===== src/rtl/sprite_mover.sv =====
`default_nettype none
// ============================================================================
// sprite_mover : per-frame sprite position generator that bounces off edges
// Rev 1.0
// ============================================================================
module sprite_mover #(
   parameter int SCREEN_W    = 640,
   parameter int SCREEN_H    = 480,
   parameter int SPRITE_SIZE = 8,
   parameter int STEP        = 1,
   parameter int INIT_X      = 0,
   parameter int INIT_Y      = 0
) (
   input  logic        i_pix_clk,
   input  logic        i_rst_n,
   input  logic [15:0] i_horz_coord,
   input  logic [15:0] i_vert_coord,
   input  logic        i_enable,
   output logic [15:0] o_x_coord,
   output logic [15:0] o_y_coord,
   output logic        o_frame_tick,
   output logic        o_bounce_x,
   output logic        o_bounce_y,
   output logic [15:0] o_frame_count
);

   localparam logic [15:0] c_max_x    = 16'(SCREEN_W - SPRITE_SIZE);
   localparam logic [15:0] c_max_y    = 16'(SCREEN_H - SPRITE_SIZE);
   localparam logic [15:0] c_step     = 16'(STEP);
   localparam logic [15:0] c_screen_h = 16'(SCREEN_H);
   localparam logic [15:0] c_init_x   = 16'(INIT_X);
   localparam logic [15:0] c_init_y   = 16'(INIT_Y);

   typedef enum logic [1:0] {
      S_IDLE   = 2'd0,
      S_MOVE_X = 2'd1,
      S_MOVE_Y = 2'd2
   } state_t;

   state_t      state_q, state_d;
   logic        vblank_q, vblank_d;
   logic        frame_start;
   logic [15:0] x_q, x_d, y_q, y_d;
   logic        dir_x_q, dir_x_d, dir_y_q, dir_y_d;
   logic        tick_q, tick_d;
   logic        bounce_x_q, bounce_x_d, bounce_y_q, bounce_y_d;
   logic [15:0] count_q, count_d;

   // Horizontal beam position plays no part in per-frame motion.
   logic unused_horz;
   assign unused_horz = ^i_horz_coord;

   // Returns {bounce, new_dir, new_pos}; clamping keeps pos inside [0, lim].
   function automatic logic [17:0] axis_step(input logic [15:0] pos,
                                             input logic        dir,
                                             input logic [15:0] lim);
      logic [17:0] r;
      if (!dir) begin
         if (pos + c_step >= lim) r = {1'b1, 1'b1, lim};
         else                     r = {1'b0, 1'b0, pos + c_step};
      end else begin
         if (pos <= c_step)       r = {1'b1, 1'b0, 16'd0};
         else                     r = {1'b0, 1'b1, pos - c_step};
      end
      return r;
   endfunction

   assign vblank_d    = (i_vert_coord >= c_screen_h);
   assign frame_start = vblank_d && !vblank_q;

   always_comb begin
      state_d    = state_q;
      x_d        = x_q;
      y_d        = y_q;
      dir_x_d    = dir_x_q;
      dir_y_d    = dir_y_q;
      tick_d     = 1'b0;
      bounce_x_d = 1'b0;
      bounce_y_d = 1'b0;
      count_d    = count_q;
      case (state_q)
         S_IDLE: begin
            if (frame_start) begin
               state_d = S_MOVE_X;
               tick_d  = 1'b1;
               count_d = count_q + 16'd1;
            end
         end
         S_MOVE_X: begin
            state_d = S_MOVE_Y;
            if (i_enable) {bounce_x_d, dir_x_d, x_d} = axis_step(x_q, dir_x_q, c_max_x);
         end
         S_MOVE_Y: begin
            state_d = S_IDLE;
            if (i_enable) {bounce_y_d, dir_y_d, y_d} = axis_step(y_q, dir_y_q, c_max_y);
         end
         default: state_d = S_IDLE;
      endcase
   end

   // vblank resets high so a release inside blanking cannot fake a frame start.
   always_ff @(posedge i_pix_clk or negedge i_rst_n) begin
      if (!i_rst_n) begin
         state_q    <= S_IDLE;
         vblank_q   <= 1'b1;
         x_q        <= c_init_x;
         y_q        <= c_init_y;
         dir_x_q    <= 1'b0;
         dir_y_q    <= 1'b0;
         tick_q     <= 1'b0;
         bounce_x_q <= 1'b0;
         bounce_y_q <= 1'b0;
         count_q    <= 16'd0;
      end else begin
         state_q    <= state_d;
         vblank_q   <= vblank_d;
         x_q        <= x_d;
         y_q        <= y_d;
         dir_x_q    <= dir_x_d;
         dir_y_q    <= dir_y_d;
         tick_q     <= tick_d;
         bounce_x_q <= bounce_x_d;
         bounce_y_q <= bounce_y_d;
         count_q    <= count_d;
      end
   end

   assign o_x_coord     = x_q;
   assign o_y_coord     = y_q;
   assign o_frame_tick  = tick_q;
   assign o_bounce_x    = bounce_x_q;
   assign o_bounce_y    = bounce_y_q;
   assign o_frame_count = count_q;

endmodule
`default_nettype wire


===== config.mk =====
export PLATFORM = sky130hd
export DESIGN_NAME = sprite_mover
export DESIGN_NICKNAME = d
export VERILOG_FILES = /design/src/rtl/sprite_mover.sv
export SDC_FILE = /design/constraint.sdc
export NUM_CORES = 1
export LEC_CHECK = 0
export CORE_ASPECT_RATIO = 1.75
export CORE_MARGIN = 5
export CORE_UTILIZATION = 33
export CTS_BUF_LIST = sky130_fd_sc_hd__clkbuf_2
export DETAILED_ROUTE_END_ITERATION = 10
export SETUP_SLACK_MARGIN = 0.2
export SLEW_MARGIN = 20
export SYNTH_ARGS = -nofsm -noshare
export SYNTH_HDL_FRONTEND = slang
export SYNTH_SLANG_ARGS = --single-unit

===== constraint.sdc =====
create_clock -name i_pix_clk -period 4.1 [get_ports i_pix_clk]
set_clock_uncertainty 0.2 [all_clocks]
set_input_delay 0.82 -clock i_pix_clk [delete_from_list [all_inputs] [get_ports i_pix_clk]]
set_output_delay 0.82 -clock i_pix_clk [all_outputs]
set_load 0.01 [all_outputs]

==> run metrics <==
commonest cells in the netlist=55 x dfrtp_1, 45 x o21ai_0, 41 x nand2_1; top-area cell type share of the netlist area=36.2%; EDFF count, synth=0; Core ar.=0.0115 mm^2; Max Transition Viols Final=0; Comb power frac=14.5%; post-cts sizing count=0; post-synthesis register bit count=between 50 and 60; first-pass GRT wire length=roughly 19 mm; Internal=approximately 700 uW; multi-input logic area=0.00219 mm^2; Tot GR Track Use=16.2%; relative slew slack=36.9%; CP Data Required Time=4.31 ns; most frequent cell after synthesis=dfrtp_1; via count=3,831; IO Count=86; Cell Count, Final, Fillers Out=641; share of cells above drive strength 1=5.35%; Switching Fraction=30.5%; drt initial violations=174; IO Port Bufs=64; sequential element share of the synthesized area=a little under two fifths; TritonCTS clock tree=built; VDD IR max=between 0.1 and 0.15 mV; root buf cell=clkbuf_2; quantity of hold-fixing buffers added after cts=0; Max Fclk=312 MHz; DRC=0; row count=between 50 and 60; largest area contributor in the netlist=dfrtp_1; Worst EP arrival=3.42 ns; RSZ-0062 raised after global routing=false; Area contributors post-synth=dfrtp_1 36%, o21ai_0 5.9%, nand2_1 4.0%; RePlAce Congestion=0.876; final setup violation count=0; Clock Latency Late Sink=0.49 ns; vias per cell=5.98; Fin. Hold Viols=0; CTS H-tree lvls=2; TNS Setup=0 ns; Primary FF master, synth=dfrtp_1; Num CTS Buffers=5; worst slew pin tran=approximately 0.94 ns; synthesized instance count=461; fillers=1,176; critical path capture point type=flip-flop; crit path launch type=flip-flop; ys async rst share=100%; MaxCap Viol Count=0; cell area after synthesis=~0.0038 mm^2; Area Growth Syn to Fin=19.4%; Initial Util=33.2%; crit path kind=flip-flop to flip-flop; clk slew on worst S/H paths=about 0.32 ns; worst hold margin=0.180 ns; antenna violations before repair=1; post-DP HPWL=8.59 mm; Routed Antenna Nets=0; synthesized area per cell=8.25 um^2; CTS sink cnt=56; largest net degree at the start of global routing=38; die width=~91 um; minimum clock period=3.21 ns; Routed WL=11.4 mm; hold crit path type=input port to asynchronous set/reset pin; sequential cell fraction of total power=between 60% and 70%; maximum clock insertion buffer count=2; vias in the first global route=3,798; Psw=302 uW; power share of the clock group=24.2%; die height=152 um; total grt overflow=0; detailed-router iteration count before antenna repair=5; total setup buffers inserted after CTS=0; Pleak=1.77 nW; Die ar.=0.0139 mm^2; Sequential Area=0.00140 mm^2; Synthesized Nets=between 500 and 600; status=finished, final reports clean; number of distinct library cells after synthesis=60; fin crit share=78.3%; PwrDens=218 mW/mm^2; CP Max Fanout=14; final net count=between 500 and 600; synth warn=0; placed cells=632; per-cell routed wire length=17.8 um; Finished Core Util=about 40%
power groups by stage:
stage,combinational [mW],sequential (mW),clock [mW]
final,0.144,0.607,0.240
after floorplan,0.0753,0.603,0
after global routing,0.160,0.612,0.271
after detailed placement,0.145,0.615,0
after global placement,0.142,0.614,0
after CTS,0.145,0.606,0.258
routing by layer:
metal  global-route usage, %  share of wire, %  wire, um  vias to the layer above
met5                       0                 0         0                        -
met4                    9.16               4.3       487                        0
met3                    1.68               4.1       471                       36
met2                    30.5                55      6300                      133
met1                    16.9                37      4180                     1853
li1                        -                 -         -                     1809
sequential cells by signal, indices dropped and copies added, names as in the netlist, 2 cells and up:
register       count
o_x_coord         16
state_q            2
o_frame_count     16
o_y_coord         16
worst paths after layout:
path,start,to,slack (ns),cells past startpoint
min in group i_pix_clk,o_frame_count[15]$_DFFE_PN0P_,o_frame_count[15]$_DFFE_PN0P_,0.30,1
max in group asynchronous,i_rst_n,o_x_coord[0]$_DFFE_PN0P_,2.78,2
min reg2reg,o_frame_count[15]$_DFFE_PN0P_,o_frame_count[15]$_DFFE_PN0P_,0.30,1
min,i_rst_n,state_q[0]$_DFFE_PN0P_,0.18,1
max reg2reg,o_x_coord[5]$_DFFE_PN0P_,o_x_coord[7]$_DFFE_PN0P_,0.89,6
max,o_x_coord[5]$_DFFE_PN0P_,o_x_coord[7]$_DFFE_PN0P_,0.89,6
cell type report:
cell class	instances	area share, %
clock buffer	7	0.771
multi-input combinational	356	48.3
sequential	56	30.9
inverter	16	1.32
tap	135	3.72
clock inverter	1	0.193
timing repair buffer	69	14.8
antenna	1	0.0551
metrics by stage:
step	power [mW]	area (um^2)	setup WS [ns]
detailed placement	0.759	4500	0.974
finish	0.991	4540	0.891
CTS	1.01	4540	0.926
floorplan	0.678	3800	1.62
global placement	0.756	4500	1.02
global route	1.04	4540	0.560
critical path, cell delays in order, from the launching register on:
cell	delay, ns
dfrtp_1	0.70
nand4_1	0.41
nor3_1	0.41
and4bb_2	0.28
a2bb2oi_1	0.61
nand3_1	0.29
o211ai_1	0.25
cell families after synthesis:
logic type	synth area share [%]
muxes	1.09
AOI/OAI and AO/OA	23.8
and+or+nand+nor	25.9
xor gates and xnor gates	4.60
adders and majority gates	2.30
DFF	36.9
buffers and inverters	5.49
layout by cell type (no fill, tap or decap), types with 3 or more instances in the layout:
| cell type | count |
|---|---|
| a21oi_1 | 21 |
| a31oi_1 | 10 |
| a32oi_1 | 3 |
| and3_1 | 11 |
| and4_1 | 3 |
| buf_4 | 5 |
| clkbuf_2 | 7 |
| clkdlybuf4s50_1 | 63 |
| dfrtp_1 | 55 |
| ha_1 | 7 |
| inv_1 | 16 |
| mux2i_1 | 3 |
| nand2_1 | 41 |
| nand3_1 | 24 |
| nand4_1 | 15 |
| nor2_1 | 34 |
| nor2b_1 | 4 |
| nor3_1 | 20 |
| nor3b_1 | 3 |
| nor4_1 | 11 |
| o2111ai_1 | 5 |
| o211ai_1 | 5 |
| o21a_1 | 5 |
| o21ai_0 | 45 |
| o22ai_1 | 5 |
| o31ai_1 | 9 |
| o41ai_1 | 4 |
| or2_2 | 3 |
| or3_1 | 7 |
| xnor2_1 | 13 |
| xor2_1 | 7 |
(Power assumes the default switching activity.)
